$ cat config.mk
export PLATFORM = sky130hd
export DESIGN_NAME = ts_capture
export DESIGN_NICKNAME = d
export VERILOG_FILES = /design/src/rtl/ts_capture_pkg.sv /design/src/rtl/ts_fifo.sv /design/src/rtl/ts_capture.sv
export SDC_FILE = /design/constraint.sdc
export NUM_CORES = 1
export LEC_CHECK = 0
export ABC_AREA = 1
export CAP_MARGIN = 20
export CORE_UTILIZATION = 30
export DETAILED_ROUTE_END_ITERATION = 6
export HOLD_SLACK_MARGIN = 0.05
export PLACE_DENSITY_LB_ADDON = 0.12
export SYNTH_ARGS = -nofsm -noshare
export SYNTH_HDL_FRONTEND = slang
export SYNTH_SLANG_ARGS = --single-unit
$ cat constraint.sdc
create_clock -name clk -period 10.73 [get_ports clk]
set_clock_uncertainty 0.15 [all_clocks]
set_input_delay 2.146 -clock clk [delete_from_list [all_inputs] [get_ports clk]]
set_output_delay 2.146 -clock clk [all_outputs]
set_load 0.005 [all_outputs]
$ cat src/rtl/ts_capture_pkg.sv
// Shared constants for the timestamp capture block: default geometry and
// the packed {epoch, count} timestamp width.
package ts_capture_pkg;

   localparam int DEF_DEPTH   = 4;
   localparam int DEF_EPOCH_W = 16;
   localparam int TS_W        = DEF_EPOCH_W + 32;

endpackage

$ cat src/rtl/ts_fifo.sv
// First-word-fall-through FIFO for captured timestamps. Pointers carry one
// extra bit so full and empty are distinguishable; flush empties it in one cycle.
module ts_fifo
   import ts_capture_pkg::*;
#(
   parameter int W     = TS_W,
   parameter int DEPTH = DEF_DEPTH
) (
   input  logic                     clk,
   input  logic                     rst,
   input  logic                     flush,
   input  logic                     push,
   input  logic                     pop,
   input  logic [W-1:0]             din,
   output logic                     valid,
   output logic [W-1:0]             dout,
   output logic [$clog2(DEPTH):0]   level,
   output logic                     full
);

   localparam int AW = $clog2(DEPTH);

   logic [W-1:0] mem_r [DEPTH];
   logic [AW:0]  wr_ptr_r;
   logic [AW:0]  rd_ptr_r;
   logic [AW:0]  level_r;
   logic [AW:0]  level_next_s;
   logic         valid_r;
   logic         full_r;

   // Next occupancy; a push and pop together cancel out.
   always_comb begin
      level_next_s = level_r + (AW + 1)'(push) - (AW + 1)'(pop);
   end

   // Pointer, occupancy and status registers.
   always_ff @(posedge clk) begin
      if (rst || flush) begin
         wr_ptr_r <= '0;
         rd_ptr_r <= '0;
         level_r  <= '0;
         valid_r  <= 1'b0;
         full_r   <= 1'b0;
      end else begin
         if (push) begin
            wr_ptr_r <= wr_ptr_r + {{AW{1'b0}}, 1'b1};
         end
         if (pop) begin
            rd_ptr_r <= rd_ptr_r + {{AW{1'b0}}, 1'b1};
         end
         level_r <= level_next_s;
         valid_r <= (level_next_s != '0);
         full_r  <= (level_next_s == (AW + 1)'(DEPTH));
      end
   end

   // Storage write; at full with a pop the tail slot is the one being vacated.
   always_ff @(posedge clk) begin
      if (push && !flush && !rst) begin
         mem_r[wr_ptr_r[AW-1:0]] <= din;
      end
   end

   assign dout  = mem_r[rd_ptr_r[AW-1:0]];
   assign valid = valid_r;
   assign level = level_r;
   assign full  = full_r;

endmodule

$ cat src/rtl/ts_capture.sv
// Timestamps rising edges of an asynchronous trigger with {epoch, count},
// where the epoch counts 32-bit timer wraps, and queues them in a FIFO.
module ts_capture
   import ts_capture_pkg::*;
#(
   parameter int DEPTH   = DEF_DEPTH,
   parameter int EPOCH_W = DEF_EPOCH_W
) (
   input  logic                     clk,
   input  logic                     rst,
   input  logic                     clr,
   input  logic                     ena,
   input  logic                     trig_in,
   input  logic [31:0]              count,
   input  logic                     pulse_full,
   output logic                     ts_valid,
   input  logic                     ts_ready,
   output logic [EPOCH_W+31:0]      ts_data,
   output logic [$clog2(DEPTH):0]   level,
   output logic                     overflow
);

   logic               sync1_r;
   logic               sync2_r;
   logic               dly_r;
   logic [EPOCH_W-1:0] epoch_r;
   logic [EPOCH_W-1:0] epoch_next_s;
   logic               overflow_r;
   logic               event_s;
   logic               pop_s;
   logic               push_s;
   logic               drop_s;
   logic               full_s;
   logic [EPOCH_W+31:0] ts_in_s;

   // Event detection and push/drop arbitration; a pop frees a slot at full.
   always_comb begin
      epoch_next_s = epoch_r + {{(EPOCH_W - 1){1'b0}}, pulse_full};
      event_s      = sync2_r & ~dly_r & ena;
      pop_s        = ts_valid & ts_ready;
      push_s       = event_s & (~full_s | pop_s);
      drop_s       = event_s & full_s & ~pop_s;
      ts_in_s      = {epoch_next_s, count};
   end

   // Trigger synchronizer and edge register; clr deliberately leaves these alone.
   always_ff @(posedge clk) begin
      if (rst) begin
         sync1_r <= 1'b0;
         sync2_r <= 1'b0;
         dly_r   <= 1'b0;
      end else begin
         sync1_r <= trig_in;
         sync2_r <= sync1_r;
         dly_r   <= sync2_r;
      end
   end

   // Wrap-epoch counter and sticky overflow flag.
   always_ff @(posedge clk) begin
      if (rst || clr) begin
         epoch_r    <= '0;
         overflow_r <= 1'b0;
      end else begin
         epoch_r <= epoch_next_s;
         if (drop_s) begin
            overflow_r <= 1'b1;
         end
      end
   end

   ts_fifo #(
      .W     (EPOCH_W + 32),
      .DEPTH (DEPTH)
   ) u_fifo (
      .clk   (clk),
      .rst   (rst),
      .flush (clr),
      .push  (push_s),
      .pop   (pop_s),
      .din   (ts_in_s),
      .valid (ts_valid),
      .dout  (ts_data),
      .level (level),
      .full  (full_s)
   );

   assign overflow = overflow_r;

endmodule

==> metrics.cfg, run 1 <==
[cts]
cts_tree = built
cts.hold.buffers_added = 0
cts_setup_buffers = 0
h_tree_level_count = 1
number_of_buffers_on_the_longest_clock_path = 3
clockRootBuffer = sky130_fd_sc_hd__clkbuf_16
clkTransAtPathRegs_ns = 0.06
clock_sinks = 223
post_cts_resize_count = 0
worstSkewPairLatency_ns = 0.51
cts_made_buffers = 25

[worst_setup_path]
setup.worst_path.end_class = primary output
highest_delay_cell_along_the_critical_path = sky130_fd_sc_hd__inv_2
reg2regPathDepth = 7
crit_arrival_ns = 3.63
worst_setup_path_start_kind = flop
r2r_start = sync2_r$_SDFF_PP0_
timing.reg2reg.setup_slack_ns = 8.38
crit_fanout = 97
critical_path.cell_chain = inv_2, buf_4, o21ai_0, o22ai_1, clkdlybuf4s50_1
crit_type = flop to primary output
regToRegEndpoint = u_fifo.mem_r[1][2]$_DFFE_PP_
crit_path_max_incr_delay_ns = 0.89
cp.required_ns = 8.43

[floorplan]
fp.dieH_um = 171
chipWidth_um = 171
start_util = 0.306
io_pins = 92
placement_rows = 61
die-area_mm2 = 0.0292
core_area_mm2 = 0.0279

[grt]
grt_max_degree = 98
globalRouteTotalUtil = 0.134
grt_pass1_vias = 5541
grt_pass1_wl_mm = 29.8
grt_overflow = 0
antenna_violations_before_repair = 1

[detailed_routing]
remaining_drc_errors = 0
avgViaCountPerCell = 4.59
vias = 5264
totalWireLength_mm = 19.4
drt-pass1-iter-count = 4
drtAntennaViolNets = 0
number_of_drc_markers_after_the_initial_detailed_route_iteration = 314
route.detailed.wl_per_inst_um = 16.9

[sta]
final_min_period_over_clock_period = 0.552
setup_repair_after_global_routing_missed_its_margin = no
final.hold.worst_slack_ns = 0.255
worst_slew_margin_rel = 0.309
layout_min_cycle_time_ns = 5.92
hold_viol = 0
timing.setup.tns_ns = 0
timing.fmax_mhz = 169
worst-slew-pin-transition_ns = 1.04
finalSetupViolCount = 0
pins_over_slew_limit = 0

[place]
port_buffer_count = 91
dp_cells = 1105
gp_congestion = 0.759
placement.cell_area_mm2 = 0.00986
hpwl_mm = 10.4

[pwr]
ir_worst_vdd_uv = 87.2
power.density_mw_per_mm2 = 166
static-leakage-power_nw = 3.52
report.power.total_w = 0.00176

[synthesis]
synth_seq_cells = 223
synth_enable_flop_cells = 192
synth-seq-area-share = 0.747
synthDistinctLibCells = 26
post_synth_design_cell_area_mm2 = 0.00854
syn-mean-instance-area_um2 = 12.9
syn_nets = 710
synth_ff_type = sky130_fd_sc_hd__edfxtp_1
synth.yosys.warnings = 0
share_of_flip_flops_with_an_asynchronous_set_or_reset_after_synthesis = 0
syn_inst = 662

[layout]
diodes = 0
drive_above_1_share = 0.0805
fin_area_mm2 = 0.0106
final_net_count = 802
area_delta_synth_final_pct = 24.2
final-instance-count-excl-fill = 1148

[run]
drv.max_cap_violation_count = 0

[min_path]
min_to = sync2_r$_SDFF_PP0_
worstHoldPathType = flop to flop
startpoint_of_the_tightest_hold_check_path = sync1_r$_SDFF_PP0_
holdPathStages = 2

[status]
result_of_the_run = complete, no violations

## state kept, by name, summed over array words and instances (netlist names), named ones only
register,flops
u_fifo.mem_r,192
epoch_r,16
u_fifo.level,3
u_fifo.rd_ptr_r,2
u_fifo.wr_ptr_r,2
dly_r,1
overflow,1
sync1_r,1
sync2_r,1
u_fifo.full,1
u_fifo.valid,1
## report_power, final
| part | internal, W | switching (W) | total (W) |
|---|---|---|---|
| Clock | 0.000470 | 0.000311 | 0.000781 |
| Combinational | 0.0000217 | 0.0000190 | 0.0000407 |
| Sequential | 0.000940 | 0.00000244 | 0.000942 |
## how the worst max path moves through the flow
stage	end	cells after the start	start
6_report	ts_data[39]	5	flop
5_1_grt	ts_data[39]	5	flop
4_1_cts	ts_data[39]	5	flop
3_5_place_dp	ts_data[39]	5	flop
3_3_place_gp	ts_data[39]	5	flop
2_1_floorplan	u_fifo.mem_r[0][0]$_DFFE_PP_	6	ena
## layer usage
| metal | vias up | GRT usage | routed length, um |
|---|---|---|---|
| met1 | 2565 | 0.170 | 8710 |
| li1 | 2550 | - | - |
| met5 | - | 0 | 13 |
| met4 | 2 | 0.0403 | 350 |
| met2 | 117 | 0.231 | 9280 |
| met3 | 30 | 0.0278 | 1010 |
## placed cells by master, fill, tap and decap left out, drive strengths merged, types with 9 or more instances in the layout
cell type	instances
a21oi	9
clkbuf	36
clkdlybuf4s50	91
dfxtp	31
edfxtp	192
inv	42
nand2	41
nor2	130
o21ai	101
o22ai	48
## through the flow
stage | utilization | setup WS (ns)
floorplan | - | 5.54
global placement | 0.353 | 5.27
detailed placement | 0.353 | 5.24
CTS | 0.380 | 4.66
global route | 0.380 | 4.53
finish | 0.380 | 4.81
## cell families (layout without fill, tap and decap cells)
logic type | after synthesis | in the layout | synth area share
flip-flops | 223 | 223 | 0.747
adder cells (fa/ha/maj) | 9 | 9 | 0.0141
XOR/XNOR | 9 | 9 | 0.0110
AND/OR/NAND/NOR | 187 | 187 | 0.0902
buffers and inverters | 75 | 183 | 0.0370
AO/OA/AOI/OAI | 159 | 159 | 0.100
## cells in the mapped netlist (all sizes together), types with 2 or more instances
cell type / count / area (um^2)
edfxtp: 192 / 5770
nor2: 130 / 510
o21ai: 101 / 505
o22ai: 48 / 300
inv: 42 / 158
nand2: 41 / 161
dfxtp: 31 / 621
buf: 18 / 103
clkbuf: 15 / 56.3
a21oi: 9 / 45.0
ha: 8 / 100
nand3: 8 / 50.1
xor2: 7 / 61.3
and2: 4 / 25.0
nand4: 3 / 18.8
xnor2: 2 / 32.5
## worst max-delay path: cells and delay by family (launching register included)
kind / cells / cell delay (ns)
DFF: 1 / 0.62
AOI/OAI and AO/OA: 2 / 0.45
buffers and inverters: 3 / 1.96
## final cells by class
type	instances	area, um^2
Fill cell	2735	17300
Sequential cell	223	6390
Multi-Input combinational cell	364	1870
Timing Repair Buffer	98	963
Clock buffer	36	697
Tap cell	378	473
Inverter	42	158
Clock inverter	7	56.3
Note: power is estimated with default switching activity, not from simulation.
==> inputs of run 2 (changes only) <==
==> constraint.sdc (replaced) <==
create_clock -name clk -period 5.95 [get_ports clk]
set_clock_uncertainty 0.15 [all_clocks]
set_input_delay 1.19 -clock clk [delete_from_list [all_inputs] [get_ports clk]]
set_output_delay 1.19 -clock clk [all_outputs]
set_load 0.005 [all_outputs]
==> run 2 against run 1 <==
Clock power up 78%. Clock-buffer cell count rose by 4. Sequential share of layout area about the same.
==> metrics.cfg, run 2 (synthesis gave the netlist of run 1 again) <==
[cts]
cts.hold.buffers_added = 0  ; unchanged
cts_made_buffers = 25  ; unchanged
number_of_buffers_on_the_longest_clock_path = 3  ; unchanged
post_cts_resize_count = 0  ; unchanged
cts_setup_buffers = 0  ; unchanged
worstSkewPairLatency_ns = 0.51  ; about the same
h_tree_level_count = 1  ; unchanged
clock_sinks = 223  ; unchanged
cts_tree = built
clkTransAtPathRegs_ns = 0.06  ; about the same
clockRootBuffer = sky130_fd_sc_hd__clkbuf_16

[floorplan]
chipWidth_um = 171  ; unchanged
placement_rows = 61  ; unchanged
die-area_mm2 = 0.0292  ; unchanged
io_pins = 92  ; unchanged
start_util = 0.306  ; unchanged
core_area_mm2 = 0.0279  ; unchanged
fp.dieH_um = 171  ; unchanged

[sta]
timing.setup.tns_ns = 0  ; unchanged
layout_min_cycle_time_ns = 4.28
worst_slew_margin_rel = 0.351  ; +0.0417
setup_repair_after_global_routing_missed_its_margin = no
finalSetupViolCount = 0  ; unchanged
timing.fmax_mhz = 233
worst-slew-pin-transition_ns = 0.973  ; -0.0625 ns
final_min_period_over_clock_period = 0.720
pins_over_slew_limit = 0  ; unchanged
hold_viol = 0  ; unchanged

[grt]
grt_overflow = 0  ; unchanged
globalRouteTotalUtil = 0.134  ; -0.000772
antenna_violations_before_repair = 0  ; -1
grt_max_degree = 97  ; -1.0%
grt_pass1_vias = 5345  ; -3.5%
grt_pass1_wl_mm = 30.1  ; +0.90%

[worst_setup_path]
timing.critical_path.max_delay_family = buffers and inverters
highest_delay_cell_along_the_critical_path = sky130_fd_sc_hd__inv_2
crit_type = flop to primary output
cp.required_ns = 4.61  ; -3.82 ns
critical_path.cell_chain = buf_4, inv_2, o21ai_0, o22ai_1, clkdlybuf4s50_1
crit_path_max_incr_delay_ns = 0.70  ; -0.19 ns
worst_setup_path_start_kind = flop
timing.critical_path.buf_inv = 3  ; unchanged
crit_fanout = 49  ; -49%
crit_arrival_ns = 2.94  ; -0.69 ns
setup.worst_path.end_class = primary output

[layout]
final-instance-count-excl-fill = 1152  ; +0.35%
drive_above_1_share = 0.0827  ; +0.00217
largest_register_ffs = 192  ; unchanged
diodes = 0  ; unchanged
area_delta_synth_final_pct = 24.3  ; about the same
fin_area_mm2 = 0.0106  ; about the same
layout.cells.most_common_list = sky130_fd_sc_hd__edfxtp_1, sky130_fd_sc_hd__nor2_1, sky130_fd_sc_hd__o21ai_0
final_common_cell = sky130_fd_sc_hd__edfxtp_1
final_net_count = 806  ; +0.50%

[detailed_routing]
avgViaCountPerCell = 4.58  ; about the same
drtAntennaViolNets = 0  ; unchanged
totalWireLength_mm = 19.4  ; +0.15%
vias = 5278  ; +0.27%
drt-pass1-iter-count = 5  ; +1
route.detailed.wl_per_inst_um = 16.8  ; -0.19%
remaining_drc_errors = 0  ; unchanged
number_of_drc_markers_after_the_initial_detailed_route_iteration = 429  ; +37%

[place]
hpwl_mm = 11.6  ; +11%
gp_congestion = 0.781  ; +2.9%
port_buffer_count = 91  ; unchanged
dp_cells = 1109  ; +0.36%
placement.cell_area_mm2 = 0.00989  ; +0.30%

[pwr]
power.density_mw_per_mm2 = 298  ; +79%
static-leakage-power_nw = 3.53  ; +0.17%
ir_worst_vdd_uv = 153  ; +76%

[min_path]
worstHoldPathType = flop to flop

[run]
drv.max_cap_violation_count = 0  ; unchanged

[status]
result_of_the_run = complete, no violations

## run 2: cell types whose count changed in the layout (fill, tap and decap cells not counted)
| cell | previous run | this run |
|---|---|---|
| sky130_fd_sc_hd__buf_4 | 7 | 11 |
| sky130_fd_sc_hd__clkbuf_1 | 8 | 11 |
| sky130_fd_sc_hd__clkinv_2 | 3 | 0 |
| sky130_fd_sc_hd__bufinv_16 | 1 | 0 |
| sky130_fd_sc_hd__clkbuf_4 | 0 | 1 |
| sky130_fd_sc_hd__clkinv_1 | 3 | 2 |
| sky130_fd_sc_hd__inv_6 | 0 | 1 |
## run 2: path summary, 6_finish.rpt
path	startpoint	endpoint	slack [ns]	cells past startpoint
max	flop	ts_data[35]	1.67	5
min	sync2_r$_SDFF_PP0_	dly_r$_SDFF_PP0_	0.27	2
max reg2reg	sync2_r$_SDFF_PP0_	u_fifo.mem_r[1][21]$_DFFE_PP_	3.52	7
min reg2reg	sync2_r$_SDFF_PP0_	dly_r$_SDFF_PP0_	0.27	2
## run 2: stage by stage
step	hold slack (ns)	util	total power [W]	setup WS, ns
6_report	0.272	0.380	0.00317	1.67
5_1_grt	0.292	0.380	0.00328	1.46
4_1_cts	0.275	0.380	0.00321	1.61
3_5_place_dp	0.252	0.354	0.00181	1.85
3_3_place_gp	0.249	0.354	0.00181	1.90
2_1_floorplan	0.238	-	0.00175	1.72
## run 2: tightest hold or removal path, cell delays in order (launching register included)
cell                      delay [ns]
sky130_fd_sc_hd__dfxtp_1        0.31
sky130_fd_sc_hd__inv_1          0.05
sky130_fd_sc_hd__nor2_1         0.03
## run 2: layout make-up
type / count / area, um^2
Multi-Input combinational cell: 364 / 1870
Inverter: 42 / 158
Clock buffer: 40 / 716
Fill cell: 2718 / 17300
Timing Repair Buffer: 102 / 993
Clock inverter: 3 / 16.3
Sequential cell: 223 / 6390
Tap cell: 378 / 473
## run 2: per-layer routing
metal	GRT usage	vias to the layer above	share of wire
met4	0.0317	0	0.018
met1	0.186	2561	0.47
li1	-	2551	-
met3	0.0254	27	0.054
met2	0.215	139	0.46
met5	0	-	0
## run 2: report_power, final
group | internal, W | total [W] | switching [W]
Combinational | 0.0000389 | 0.0000779 | 0.0000389
Sequential | 0.00169 | 0.00170 | 0.00000191
Clock | 0.000816 | 0.00139 | 0.000576
